[config.mk]
export PLATFORM = sky130hd
export DESIGN_NAME = btn_conditioner
export DESIGN_NICKNAME = d
export VERILOG_FILES = /design/src/rtl/btn_conditioner.sv
export SDC_FILE = /design/constraint.sdc
export NUM_CORES = 1
export LEC_CHECK = 0
export ABC_CLOCK_PERIOD_IN_PS = 4150
export CORE_ASPECT_RATIO = 0.9
export CORE_MARGIN = 5
export CORE_UTILIZATION = 50
export DETAILED_ROUTE_END_ITERATION = 8
export PLACE_DENSITY_LB_ADDON = 0.05
export SLEW_MARGIN = 10
export SYNTH_ARGS = -nofsm -noshare
export SYNTH_HDL_FRONTEND = slang
export SYNTH_SLANG_ARGS = --single-unit
[constraint.sdc]
create_clock -name clk -period 4.15 [get_ports clk]
set_input_delay 0.83 -clock clk [delete_from_list [all_inputs] [get_ports clk]]
set_output_delay 0.83 -clock clk [all_outputs]
set_load 0.01 [all_outputs]
[src/rtl/btn_conditioner.sv]
// Push-button conditioner: 2-flop sync, press/release debounce, single-cycle command pulses.
// Optional hold-to-auto-repeat on inc/dec is enabled by defining BTN_AUTOREPEAT_EN.

module btn_channel #(
    parameter int unsigned DEBOUNCE_CYCLES = 1000000,
    parameter int unsigned REPEAT_DELAY    = 25000000,
    parameter int unsigned REPEAT_RATE     = 5000000,
    parameter int unsigned CNT_W           = 26,
    parameter bit          REPEAT_EN       = 1'b0
) (
    input  logic clk,
    input  logic rst,
    input  logic btn_i,
    input  logic opp_level_i,
    output logic pulse_o,
    output logic level_o
);
    typedef enum logic [2:0] {
        IDLE,
        PRESS_DB,
        HELD,
`ifdef BTN_AUTOREPEAT_EN
        REPEAT,
`endif
        RELEASE_DB
    } state_e;

    localparam logic [CNT_W-1:0] ONE     = CNT_W'(1);
    localparam logic [CNT_W-1:0] DB_LAST = CNT_W'(DEBOUNCE_CYCLES - 1);

    state_e           state_q;
    logic [CNT_W-1:0] cnt_q;
    logic [CNT_W-1:0] cnt_inc;
    logic [1:0]       sync_q;
    logic             pulse_q;
    logic             level_q;
    logic             sample;

    assign sample  = sync_q[1];
    assign cnt_inc = (&cnt_q) ? cnt_q : cnt_q + ONE;
    assign pulse_o = pulse_q;
    assign level_o = level_q;

`ifdef BTN_AUTOREPEAT_EN
    localparam logic [CNT_W-1:0] RD_LAST = CNT_W'(REPEAT_DELAY - 1);
    localparam logic [CNT_W-1:0] RR_LAST = CNT_W'(REPEAT_RATE - 1);
    logic from_rep_q;
`else
    logic unused_cfg;
    assign unused_cfg = ^{opp_level_i, REPEAT_EN, REPEAT_DELAY, REPEAT_RATE};
`endif

    always_ff @(posedge clk or posedge rst) begin
        if (rst) begin
            state_q    <= IDLE;
            cnt_q      <= '0;
            sync_q     <= '0;
            pulse_q    <= 1'b0;
            level_q    <= 1'b0;
`ifdef BTN_AUTOREPEAT_EN
            from_rep_q <= 1'b0;
`endif
        end else begin
            sync_q  <= {sync_q[0], btn_i};
            pulse_q <= 1'b0;
            case (state_q)
                IDLE: begin
                    if (sample) begin
                        state_q <= PRESS_DB;
                        cnt_q   <= ONE;
                    end
                end
                PRESS_DB: begin
                    if (!sample) begin
                        state_q <= IDLE;
                        cnt_q   <= '0;
                    end else if (cnt_q == DB_LAST) begin
                        state_q <= HELD;
                        pulse_q <= 1'b1;
                        level_q <= 1'b1;
                        cnt_q   <= '0;
                    end else begin
                        cnt_q <= cnt_inc;
                    end
                end
                HELD: begin
                    if (!sample) begin
                        state_q    <= RELEASE_DB;
                        cnt_q      <= ONE;
`ifdef BTN_AUTOREPEAT_EN
                        from_rep_q <= 1'b0;
                    end else if (REPEAT_EN && cnt_q == RD_LAST) begin
                        // Opposite button down: park at terminal count until it lets go.
                        if (!opp_level_i) begin
                            state_q <= REPEAT;
                            pulse_q <= 1'b1;
                            cnt_q   <= '0;
                        end
`endif
                    end else begin
                        cnt_q <= cnt_inc;
                    end
                end
`ifdef BTN_AUTOREPEAT_EN
                REPEAT: begin
                    if (!sample) begin
                        state_q    <= RELEASE_DB;
                        cnt_q      <= ONE;
                        from_rep_q <= 1'b1;
                    end else if (cnt_q == RR_LAST) begin
                        if (!opp_level_i) begin
                            pulse_q <= 1'b1;
                            cnt_q   <= '0;
                        end
                    end else begin
                        cnt_q <= cnt_inc;
                    end
                end
`endif
                RELEASE_DB: begin
                    if (sample) begin
`ifdef BTN_AUTOREPEAT_EN
                        state_q <= from_rep_q ? REPEAT : HELD;
`else
                        state_q <= HELD;
`endif
                        cnt_q   <= '0;
                    end else if (cnt_q == DB_LAST) begin
                        state_q <= IDLE;
                        level_q <= 1'b0;
                        cnt_q   <= '0;
                    end else begin
                        cnt_q <= cnt_inc;
                    end
                end
                default: begin
                    state_q <= IDLE;
                    cnt_q   <= '0;
                end
            endcase
        end
    end
endmodule

module btn_conditioner #(
    parameter int unsigned DEBOUNCE_CYCLES = 1000000,
    parameter int unsigned REPEAT_DELAY    = 25000000,
    parameter int unsigned REPEAT_RATE     = 5000000,
    parameter int unsigned CNT_W           = 26
) (
    input  logic clk,
    input  logic rst,
    input  logic btn_dec,
    input  logic btn_start,
    input  logic btn_inc,
    output logic dec_pulse,
    output logic start_pulse,
    output logic inc_pulse,
    output logic dec_level,
    output logic start_level,
    output logic inc_level
);
    // Channel order: 0 = dec, 1 = start, 2 = inc.
    localparam logic [2:0] REP_MASK = 3'b101;

    logic [2:0] btn_w, pulse_w, level_w, opp_w;

    assign btn_w = {btn_inc, btn_start, btn_dec};
    assign opp_w = {level_w[0], 1'b0, level_w[2]};

    for (genvar i = 0; i < 3; i++) begin : g_ch
        btn_channel #(
            .DEBOUNCE_CYCLES(DEBOUNCE_CYCLES),
            .REPEAT_DELAY   (REPEAT_DELAY),
            .REPEAT_RATE    (REPEAT_RATE),
            .CNT_W          (CNT_W),
            .REPEAT_EN      (REP_MASK[i])
        ) u_ch (
            .clk        (clk),
            .rst        (rst),
            .btn_i      (btn_w[i]),
            .opp_level_i(opp_w[i]),
            .pulse_o    (pulse_w[i]),
            .level_o    (level_w[i])
        );
    end

    // Simultaneous inc and dec cancel each other; start is never masked.
    assign dec_pulse   = pulse_w[0] & ~pulse_w[2];
    assign inc_pulse   = pulse_w[2] & ~pulse_w[0];
    assign start_pulse = pulse_w[1];
    assign dec_level   = level_w[0];
    assign start_level = level_w[1];
    assign inc_level   = level_w[2];
endmodule

# [Word-level counts from Yosys, hierarchy flattened]
# Index checks and enable logic that the tools add are counted.
[totals] regBits=99 input_bits=5 out_inout_bits=6
[classes] n_addsub=3 n_eq_ne=36 muxes=66 bitwise_logic=4 n_reduce_logical=15
[ops] cell="26-bit two-way mux" n=18
[ops] cell="26-bit one-hot mux with 4 select lines" n=3
[ops] cell="26-bit by 1-bit adder with 26-bit output (second input constant)" n=3
[ops] cell="26-bit by 20-bit equality test with 1-bit output (second input constant)" n=3
[ops] cell="26-bit AND reduction" n=3
[ops] cell="3-bit two-way mux" n=18
[ops] cell="3-bit one-hot mux with 4 select lines" n=3
[ops] cell="2-bit by 1-bit != test with 1-bit output (second input constant)" n=12
[ops] cell="1-bit two-way mux" n=21
[ops] cell="3-bit by 2-bit equality test with 1-bit output (second input constant)" n=6
[ops] cell="5-bit AND reduction" n=3
[ops] cell="2-bit != test (second input constant)" n=6
[ops] cell="4-bit AND reduction" n=3
[ops] cell="3-bit by 1-bit equality test with 1-bit output (second input constant)" n=3
[ops] cell="3-bit logical NOT" n=3
[ops] cell="3-bit by 1-bit != test with 1-bit output (second input constant)" n=3
[ops] cell="3-bit != test (second input constant)" n=3
[ops] cell="1-bit one-hot mux with 2 select lines" n=3
[ops] cell="2-bit nonzero test" n=3
[ops] cell="1-bit bitwise AND" n=2
[ops] cell="1-bit inverter" n=2

# [Longest topological paths before layout]
# Gate-level depths: netlist (run 1).
[logic_depth] depth_word=5 mapped_depth=9 ltp_nobuf=7

# [Hierarchy]
# A second synthesis (run 1) with hierarchy kept.
[unflattened] cells_unflattened=601 area_unflattened_um2=5530.3
[modules_own_cells] module="btn_channel (g_ch[0].u_ch ...)" n_inst=2 cells_each=207 area_per_inst_um2=1866.8
[modules_own_cells] module="btn_channel (g_ch[2].u_ch)" n_inst=1 cells_each=184 area_per_inst_um2=1778.0
[modules_own_cells] module="btn_conditioner" n_inst=1 cells_each=3 area_per_inst_um2=18.8

# [Worst setup path after synthesis (run 1)]
# Ideal clock, no wire load.
[synth_timing] path_kind="register to register" startpoint="register g_ch[2].u_ch.cnt_q[0]" endpoint="register g_ch[2].u_ch.cnt_q[14]" t_arrival_ns=2.101 t_required_ns=4.072 path_slack_ns=1.972 path_stages_with_launch=9 cell_sequence="dfrtp_1 -> ha_1 -> and3_1 -> clkbuf_2 -> and4_4 -> and3_4 -> or3_4 -> or3_1 -> a21oi_1"
[synth_between] elab_chain_len=5 elab_cells_between_ends=9 cone_classes="add/sub (1); eq/ne (1); mux (6); reduce/logical (1)"
[synth_lines] element="start, declared" line="32" text="logic [CNT_W-1:0] cnt_q;"
[synth_lines] element="start signal, assigned" line="83" text="cnt_q <= cnt_inc;"
[synth_lines] element="start signal, assigned" line="101" text="cnt_q <= cnt_inc;"
[synth_lines] element="start signal, assigned" line="133" text="cnt_q <= cnt_inc;"
[synth_lines] element="26-bit by 1-bit adder with 26-bit output or 26-bit AND reduction (tied branches)" line="40" text="assign cnt_inc = (&cnt_q) ? cnt_q : cnt_q + ONE;"
[synth_lines] element="26-bit two-way mux" line="40"
[synth_lines] element="26-bit two-way mux" line="77, 128"
[synth_lines] element="26-bit two-way mux, on equally long branches" line="121, 74"
[synth_lines] element="26-bit one-hot mux with 4 select lines *" line="66" text="case (state_q)"
# Mark *: on every way between the ends. The rest lies on a longest branch, timed or not.
# A chain may end at the register's enable or synchronous reset.

# [Worst setup path in the final report (run 1)]
[layout_timing] startpoint="register g_ch[2].u_ch.cnt_q[0]" endpoint="register g_ch[2].u_ch.cnt_q[22]"
# The elaborated chain is that of the path after synthesis.

==> reports/results.txt, run 1 <==
status = finished clean
fin crit share = 63.2%
Setup Buffers After CTS = 0
synthesized area per cell = 9.16 sq um
xor and xnor fraction of the mapped netlist area = 10.8%
# resized after CTS = 0
HPWL after DPL = 7320 um
Clock Latency Late Sink = 0.34 ns
Die ar. = 12,500 sq um
Worst Hold End = g_ch[0].u_ch.sync_q[1]
# rows = 35
Crit path max-delay family = simple AND/OR/NAND/NOR gates
core area = 10,200 sq um
vias in the first global route = 3,937
CTS root buf = clkbuf_16
post-DR wirelength/cell = 15.3 um
startpoint types = register
syn_nets = 576
Slew Viols, Final = 0
most common cell after layout, fill and taps aside = dfrtp_1
Die Wd = 118 um
FILL cells = 925
Leakage Power = 2.21 nW
number of enable flip-flop cells after synthesis = 0
H-tree depth = 3
Final Critical Period = 2.62 ns
routed via count = 4,105
Hold WC Path Type = register to register
router iterations before antenna repair = 4
DR vias/cell = 5.84
I/O Buffers = 10
Fin. Hold Viols = 0
required time worst endpoint = 4.34 ns
cell area after layout = 5670 sq um
synth unique cells = 56
first-pass GRT wire length = 18,800 um
Worst Hold Depth = 0
worst relative slew slack = 37.4%
Comb pwr share = 4.5%
internal power = 1.38 mW
crit path capture type = register
cell area after placement = 5400 sq um
VDD IR max = 384 uV
critical path fanouts, max = 23
Final nets = 577
mux cell area share after synthesis = 0.649%
final setup vio count = 0
complex-gate fraction of the synthesized area = 7.09%
Synth Cell Area = 5200 sq um
adder-cell share of the synthesized area = 0.722%
Sw Ratio = 23.9%
Reg2Reg Setup Slack = 1.53 ns
clk slew on worst S/H paths = 0.07 ns
io pins = 11
diode count = 0
RePlAce Congestion = 0.844
CP bufs+invs = 0
critical path arrival = 2.81 ns
asr flop ratio synth = 100%
CTS sink count = 96
Slew @ Worst Pin = 0.932 ns
Setup TNS = 0 ns
max incr delay on CP = 0.75 ns
Fmax = 381 MHz
Syn. warnings = 0
worst reg2reg endpoint = g_ch[2].u_ch.cnt_q[22]
largest net degree at the start of global routing = 97
final clock skew = 0.0129 ns
DRC = 0
largest family of logic cells by synthesized area = simple AND/OR/NAND/NOR gates
Final ANT Viol Nets = 0
share of layout cells above drive strength 1 = 6.10%
commonest cells after routing, fill and taps aside = 96 x dfrtp_1, 80 x nor2_1, 47 x nand2_1, 40 x nand3_1, 35 x xnor2_1
total clock buffers created by CTS = 9
Area growth syn-to-layout = 8.95%
pwr dens = 320 nW/um^2
clock buffer depth = 2
Clock Power Share = 42.4%
top_reg_cell synth = dfrtp_1
Reg power frac = 53.1%
initial antenna violation count = 0
net load switching power = 0.434 mW
synthesis-stage register bit count = 96
Tot GR Track Use = 17.8%
die height = 107 um
Seq/Total Area, Yosys = 46.2%
CP cell instances = ha_1 -> and3_1 -> nand2_1 -> nor4_1 -> o21ai_1 -> nor2_2 -> nor2_1
Critical R2R Launch = g_ch[2].u_ch.cnt_q[0]
simple-gate share of the synthesized area = 31.8%
grt ovf = 0
Initial Util = 51.0%
Worst Reg-to-Reg Cells = 7
worst hold path startpoint = g_ch[0].u_ch.sync_q[0]
Crit-path slowest cell = nor2_2
initial detailed-routing violation count = 239
Post-Syn Instances = 568
RSZ-0062 raised after global routing = no
CTS tree = yes
final wirelength = 10,800 um
hold buffers post-CTS = 0
critical path class = register to register
total of max-cap violations = 0
per-layer routing:
metal / vias to the layer above / routed length, um / GRT usage, %
li1: 2034 / - / -
met3: 8 / 332 / 3.64
met5: - / 0 / 0
met1: 2002 / 5390 / 25.4
met4: 0 / 87 / 4.26
met2: 61 / 4980 / 28.2
synthesized netlist by cell type, types with 4 or more instances:
master    instances  area (sq um)
dfrtp_1          96          2400
nor2_1           80           300
nand2_1          47           176
nand3_1          40           200
xnor2_1          35           307
nand4_1          31           194
xor2_1           29           254
nor3_1           25           125
nor4_1           18           113
a21oi_1          16          80.1
o21ai_0          15          75.1
and3_1           12          75.1
and4_1           11          96.3
or3_1            11          68.8
clkbuf_1         10          37.5
inv_1            10          37.5
and2_1            9          56.3
buf_2             9          45.0
a211oi_1          4          30.0
a31oi_1           4          25.0
nor2b_1           4          25.0
nor4b_1           4          35.0
flip-flops by register name, summed over array words and instances, names as in the netlist, named ones only:
signal,flops
g_ch.u_ch.level_o,3
g_ch.u_ch.cnt_q,78
g_ch.u_ch.state_q,3
g_ch.u_ch.pulse_o,3
g_ch.u_ch.sync_q,6
power by group through the flow:
stage	Clock [mW]	Sequential, mW	Combinational (mW)
after CTS	0.798	0.962	0.0853
after global placement	0	0.979	0.0840
after detailed placement	0	0.980	0.0852
after floorplan	0	0.973	0.0669
after global routing	0.835	0.964	0.0954
final	0.769	0.963	0.0825
worst max path at each step:
stage | to | start | slack (ns) | depth (start not counted)
after floorplan | async pin | rst | 0.81 | 1
after global placement | g_ch[2].u_ch.cnt_q[25] | g_ch[2].u_ch.cnt_q[8] | 1.58 | 6
after detailed placement | g_ch[2].u_ch.cnt_q[22] | g_ch[2].u_ch.cnt_q[0] | 1.51 | 7
after CTS | g_ch[2].u_ch.cnt_q[22] | g_ch[2].u_ch.cnt_q[0] | 1.49 | 7
after global routing | g_ch[2].u_ch.cnt_q[23] | g_ch[2].u_ch.cnt_q[0] | 1.23 | 7
final | g_ch[2].u_ch.cnt_q[22] | g_ch[2].u_ch.cnt_q[0] | 1.53 | 7
per-stage QoR:
step                      util (%)  power [mW]  worst slack (ns)  hold slack, ns  instances
after floorplan                  -        1.04             0.815           0.331        568
after detailed placement      52.9        1.07              1.51           0.335        687
after CTS                     55.5        1.85              1.49           0.352        703
final                         55.5        1.81              1.53           0.351        703
after global routing          55.5        1.89              1.23           0.362        703
after global placement        52.9        1.06              1.58           0.336        687
layout make-up:
| class | instances | area, sq um | area share, % |
|---|---|---|---|
| Multi-Input combinational cell | 439 | 2660 | 46.9 |
| Sequential cell | 96 | 2400 | 42.4 |
| Clock buffer | 10 | 229 | 4.04 |
| Tap cell | 129 | 161 | 2.85 |
| Timing Repair Buffer | 13 | 135 | 2.38 |
| Clock inverter | 6 | 43.8 | 0.773 |
| Inverter | 10 | 40.0 | 0.706 |
kinds of logic (layout without fill, tap and decap cells):
group	after synthesis	in the layout
AO/OA/AOI/OAI	58	58
XOR/XNOR	64	64
adder cells (fa/ha/maj)	3	3
AND/OR/NAND/NOR	311	311
buffers and inverters	33	39
flip-flops	96	96
multiplexers	3	3
(Power assumes the default switching activity.)
==> inputs of run 2 (changes only) <==
Settings changed: ABC_CLOCK_PERIOD_IN_PS 4150 to 2500.
Clock period 4.15 ns to 2.5 ns, I/O delays scaled along.
==> run 2 against run 1 <==
Clock-buffer cell count is 1 lower. Wire length is 1.2% higher. Non-clock buffer count is 17 higher. Utilization is 2.0 points higher. Worst setup slack worse by 1.4 ns. Sequential share of layout area is 1.5 points lower. Global-route usage is 0.084 points higher. Largest cell class unchanged.
==> reports/results.txt, run 2 (synthesis results as in run 1) <==
total clock buffers created by CTS = 9 (unchanged)
CTS tree = yes
CP cell instances = ha_1 -> and3_1 -> and4_4 -> and3_4 -> or3_4 -> or3_1 -> a21oi_1
hold buffers post-CTS = 0 (unchanged)
internal power = 2.50 mW (+81%)
Initial Util = 51.0% (unchanged)
Final nets = 594 (+2.9%)
final setup vio count = 0 (unchanged)
pwr dens = 549 nW/um^2 (+71%)
Final Critical Period = 2.33 ns (-0.291 ns)
Fmax = 429 MHz (+12%)
max incr delay on CP = 0.44 ns (-0.31 ns)
worst reg2reg endpoint = g_ch[2].u_ch.cnt_q[14]
required time worst endpoint = 2.76 ns (-1.58 ns)
Critical R2R Launch = g_ch[2].u_ch.cnt_q[0]
worst hold path startpoint = g_ch[0].u_ch.sync_q[0]
fin cells = 719 (+2.3%)
Comb pwr share = 4.8% (+0.3 points)
RePlAce Congestion = 0.847 (+0.41%)
die height = 107 um (unchanged)
post-DR wirelength/cell = 15.2 um (-1.1%)
crit path capture type = register
Worst Reg-to-Reg Cells = 7 (unchanged)
router iterations before antenna repair = 4 (unchanged)
Sw Ratio = 22.3% (-1.6 points)
Final ANT Viol Nets = 0 (unchanged)
clock buffer depth = 2 (unchanged)
initial antenna violation count = 0 (unchanged)
Setup TNS = 0 ns (unchanged)
HPWL after DPL = 7700 um (+5.3%)
critical path arrival = 2.59 ns (-0.22 ns)
# rows = 35 (unchanged)
vias in the first global route = 3,920 (-0.43%)
grt ovf = 0 (unchanged)
registers with the most flip-flops = g_ch.u_ch.cnt_q x78, g_ch.u_ch.sync_q x6
total of max-cap violations = 0 (unchanged)
routed via count = 4,182 (+1.9%)
critical path fanouts, max = 12 (-48%)
startpoint types = register
VDD IR max = 617 uV (+61%)
end-of-flow core utilization = 57.6% (+2.0 points)
RSZ-0062 raised after global routing = no
DR vias/cell = 5.82 (-0.39%)
first-pass GRT wire length = 18,900 um (+0.58%)
DP Cell Count = 704 (+2.5%)
max FFs per register = 78 (unchanged)
Area growth syn-to-layout = 12.9%
Slew Viols, Final = 0 (unchanged)
# resized after CTS = 0 (unchanged)
critical path class = register to register
most common cell after layout, fill and taps aside = dfrtp_1
Crit path max-delay family = simple AND/OR/NAND/NOR gates
initial detailed-routing violation count = 255 (+6.7%)
share of layout cells above drive strength 1 = 8.98% (+2.9 points)
Die Wd = 118 um (unchanged)
final wirelength = 10,900 um (+1.2%)
largest net degree at the start of global routing = 31 (-68%)
I/O Buffers = 10 (unchanged)
diode count = 0 (unchanged)
fin crit share = 93.3% (+30 points)
clk slew on worst S/H paths = 0.07 ns (about the same)
Largest Register = g_ch.u_ch.cnt_q
Worst Hold Depth = 0 (unchanged)
Tot GR Track Use = 17.9% (+0.084 points)
Crit-path slowest cell = dfrtp_1
Clock Power Share = 45.6% (+3.2 points)
commonest cells after routing, fill and taps aside = 96 x dfrtp_1, 80 x nor2_1, 47 x nand2_1, 40 x nand3_1, 35 x xnor2_1
met3 GRT Util = 3.69% (+0.053 points)
CTS sink count = 96 (unchanged)
most used routing layer = met2
Hold WC Path Type = register to register
DRC = 0 (unchanged)
Reg2Reg Setup Slack = 0.17 ns (-1.36 ns)
CP bufs+invs = 0 (unchanged)
Setup Buffers After CTS = 0 (unchanged)
final clock skew = 0.00545 ns (-0.00748 ns)
Fin. Hold Viols = 0 (unchanged)
Slew @ Worst Pin = 0.611 ns (-0.320 ns)
Worst Hold End = g_ch[0].u_ch.sync_q[1]
worst hold margin = 0.352 ns (+0.00146 ns)
Clock Latency Late Sink = 0.34 ns (about the same)
CTS root buf = clkbuf_16
Die ar. = 12,500 sq um (unchanged)
io pins = 11 (unchanged)
Leakage Power = 2.32 nW (+5.0%)
Reg power frac = 49.6% (-3.5 points)
H-tree depth = 3 (unchanged)
core area = 10,200 sq um (unchanged)
M1 GR Usage = 25.7% (+0.30 points)
Design Power = 3.22 mW (+78%)
net load switching power = 0.718 mW (+66%)
status = finished clean
worst relative slew slack = 58.8% (+21 points)
met2 usage = 28.2% (-0.040 points)
run 2: changes by cell type in the layout (fill, tap and decap cells not counted), sizes merged:
cell,before,now
buf,3,20
bufinv,0,2
clkinv,4,2
clkbuf,10,9
clkinvlp,1,2
inv,11,10
run 2: metrics by stage:
step	setup WS (ns)	instance area, sq um
final	0.168	5870
after global routing	0.0623	5870
after CTS	0.175	5870
after detailed placement	0.175	5550
after global placement	0.257	5550
after floorplan	0.322	5210
run 2: cell type report:
cell class / count / area [sq um]
fillers: 866 / 4330
multi-input cells: 439 / 2660
flip-flops and latches: 96 / 2400
repair buffers: 30 / 288
clock buffers: 9 / 225
well taps: 129 / 161
clock inverters: 6 / 92.6
inverters: 10 / 41.3
run 2: worst reg2reg max path, delay by kind of cell, from the launching register on:
family / cells / cell delay (ns)
and+or+nand+nor: 5 / 1.42
AOI/OAI and AO/OA: 1 / 0.15
DFF: 1 / 0.44
adders and majority gates: 1 / 0.24
run 2: worst max-delay path by stage:
stage,slack (ns),depth (start not counted),startpoint,endpoint
final,0.17,7,g_ch[2].u_ch.cnt_q[0],g_ch[2].u_ch.cnt_q[14]
after global routing,0.06,7,g_ch[0].u_ch.cnt_q[0],g_ch[0].u_ch.cnt_q[20]
after CTS,0.18,7,g_ch[2].u_ch.cnt_q[0],g_ch[2].u_ch.cnt_q[14]
after detailed placement,0.17,7,g_ch[2].u_ch.cnt_q[0],g_ch[2].u_ch.cnt_q[14]
after global placement,0.26,7,g_ch[2].u_ch.cnt_q[0],g_ch[2].u_ch.cnt_q[14]
after floorplan,0.32,8,g_ch[2].u_ch.cnt_q[0],g_ch[2].u_ch.cnt_q[14]
run 2: routing by layer:
metal	share of wire, %	vias to the layer above
li1	-	2066
met1	50	2014
met2	45	91
met3	4.9	11
met4	0.95	0
met5	0	-
run 2: power groups by stage:
stage,registers (mW),clock network (mW),logic [mW]
3_3_place_gp,1.63,0,0.158
3_5_place_dp,1.63,0,0.159
6_report,1.60,1.47,0.155
2_1_floorplan,1.62,0,0.111
5_1_grt,1.60,1.58,0.178
4_1_cts,1.60,1.52,0.160
==> inputs of run 3 (changes only) <==
Settings changed: ABC_CLOCK_PERIOD_IN_PS 2500 to 3000.
Clock period 2.5 ns to 3 ns, I/O delays scaled along.
==> run 3 against run 2 <==
Sequential share of layout area up 0.95 points. Total power down 21%. Cell area decreased by 2.3%. Critical endpoint is now g_ch[1].u_ch.cnt_q[15]. Largest cell class unchanged.
==> reports/results.txt, run 3 (synthesis results as in run 1) <==
Area growth syn-to-layout = 10.3%
Crit path max-delay family = simple AND/OR/NAND/NOR gates
total of max-cap violations = 0 (unchanged)
Slew @ Worst Pin = 0.630 ns (+0.0190 ns)
# resized after CTS = 0 (unchanged)
status = finished clean
clk slew on worst S/H paths = 0.07 ns (about the same)
final setup vio count = 0 (unchanged)
initial detailed-routing violation count = 265 (+3.9%)
M1 GR Usage = 26.1% (+0.40 points)
Design Power = 2.56 mW (-21%)
DP Cell Count = 694 (-1.4%)
diode count = 0 (unchanged)
Hold WC Path Type = register to register
Final nets = 584 (-1.7%)
Fin. Hold Viols = 0 (unchanged)
pwr dens = 446 nW/um^2 (-19%)
largest net degree at the start of global routing = 97 (+210%)
Setup TNS = 0 ns (unchanged)
Die Wd = 118 um (unchanged)
Fmax = 412 MHz (-4.0%)
Largest Register = g_ch.u_ch.cnt_q
CTS root buf = clkbuf_16
critical path fanouts, max = 15 (+3)
Die ar. = 12,500 sq um (unchanged)
CP cell instances = ha_1 -> nand4_1 -> or4_4 -> nor4_4 -> o21ba_2 -> buf_4 -> nor2_1
# rows = 35 (unchanged)
met2 usage = 28.2% (+0.040 points)
registers with the most flip-flops = g_ch.u_ch.cnt_q x78, g_ch.u_ch.sync_q x6
DR vias/cell = 5.80 (-0.23%)
Tot GR Track Use = 18.1% (+0.20 points)
post-DR wirelength/cell = 15.4 um (+1.5%)
final setup margin = 0.570 ns (+0.402 ns)
fin crit share = 81.0% (-12 points)
final wirelength = 10,900 um (+0.26%)
met3 GRT Util = 3.74% (+0.053 points)
core area = 10,200 sq um (unchanged)
end-of-flow core utilization = 56.2% (-1.3 points)
share of layout cells above drive strength 1 = 7.40% (-1.6 points)
max FFs per register = 78 (unchanged)
critical path class = register to register
hold buffers post-CTS = 0 (unchanged)
worst relative slew slack = 57.5% (-1.3 points)
HPWL after DPL = 7540 um (-2.1%)
critical path arrival = 2.65 ns (+0.06 ns)
startpoint types = register
required time worst endpoint = 3.22 ns (+0.46 ns)
DRC = 0 (unchanged)
cell area after placement = 5450 sq um (-1.8%)
I/O Buffers = 10 (unchanged)
initial antenna violation count = 0 (unchanged)
H-tree depth = 3 (unchanged)
die height = 107 um (unchanged)
Slew Viols, Final = 0 (unchanged)
final clock skew = 0.00883 ns (+0.00338 ns)
most common cell after layout, fill and taps aside = dfrtp_1
max incr delay on CP = 0.52 ns (+0.08 ns)
cell area after layout = 5740 sq um (-2.3%)
vias in the first global route = 3,918 (-0.051%)
RSZ-0062 raised after global routing = no
total clock buffers created by CTS = 9 (unchanged)
CTS tree = yes
io pins = 11 (unchanged)
VDD IR max = 520 uV (-16%)
CP bufs+invs = 1 (+1)
worst hold margin = 0.352 ns (-0.000651 ns)
clock buffer depth = 2 (unchanged)
most used routing layer = met2
Final Critical Period = 2.43 ns (+0.0976 ns)
grt ovf = 0 (unchanged)
Initial Util = 51.0% (unchanged)
Placement Setup Slack = 0.603 ns (+0.428 ns)
commonest cells after routing, fill and taps aside = 96 x dfrtp_1, 80 x nor2_1, 47 x nand2_1, 40 x nand3_1, 35 x xnor2_1
Setup Buffers After CTS = 0 (unchanged)
Crit-path slowest cell = or4_4
Final ANT Viol Nets = 0 (unchanged)
CTS sink count = 96 (unchanged)
crit path capture type = register
first-pass GRT wire length = 19,000 um (+0.33%)
fin cells = 710 (-1.3%)
routed via count = 4,120 (-1.5%)
Leakage Power = 2.24 nW (-3.2%)
router iterations before antenna repair = 4 (unchanged)
Clock Latency Late Sink = 0.34 ns (about the same)
RePlAce Congestion = 0.849 (+0.27%)
==> run 3: cell count changes in the layout (fill, tap and decap cells not counted), sizes merged <==
cell,delta
buf,-10
bufinv,-2
clkbuf,+1
clkinv,+1
inv,+1
==> run 3: final timing paths <==
path / from / end / slack [ns] / cells past startpoint
worst max-delay path: g_ch[1].u_ch.cnt_q[0] / g_ch[1].u_ch.cnt_q[15] / 0.57 / 7
worst min-delay path: g_ch[2].u_ch.sync_q[0] / g_ch[2].u_ch.sync_q[1] / 0.35 / 0
max in group asynchronous: rst / g_ch[1].u_ch.cnt_q[20] / 1.85 / 3
worst min register to register: g_ch[2].u_ch.sync_q[0] / g_ch[2].u_ch.sync_q[1] / 0.35 / 0
min in group asynchronous: rst / g_ch[2].u_ch.sync_q[0] / 0.74 / 3
worst max register to register: g_ch[1].u_ch.cnt_q[0] / g_ch[1].u_ch.cnt_q[15] / 0.57 / 7
==> run 3: layout make-up <==
class                   count  area, sq um
fillers                   918         4460
multi-input cells         439         2660
flip-flops and latches     96         2400
clock buffers              10          239
repair buffers             20          188
well taps                 129          161
clock inverters             6         51.3
inverters                  10         41.3
==> run 3: power breakdown <==
part	internal (mW)	total (mW)	switching, mW
Combinational	0.0414	0.124	0.0822
Clock	0.595	1.10	0.508
Sequential	1.31	1.33	0.0223
Total	1.95	2.56	0.613
==> run 3: metal layers <==
metal	share of wire, %	vias up
met5	0	-
met4	1.1	0
met3	5.2	10
met2	46	90
met1	48	1973
li1	-	2047
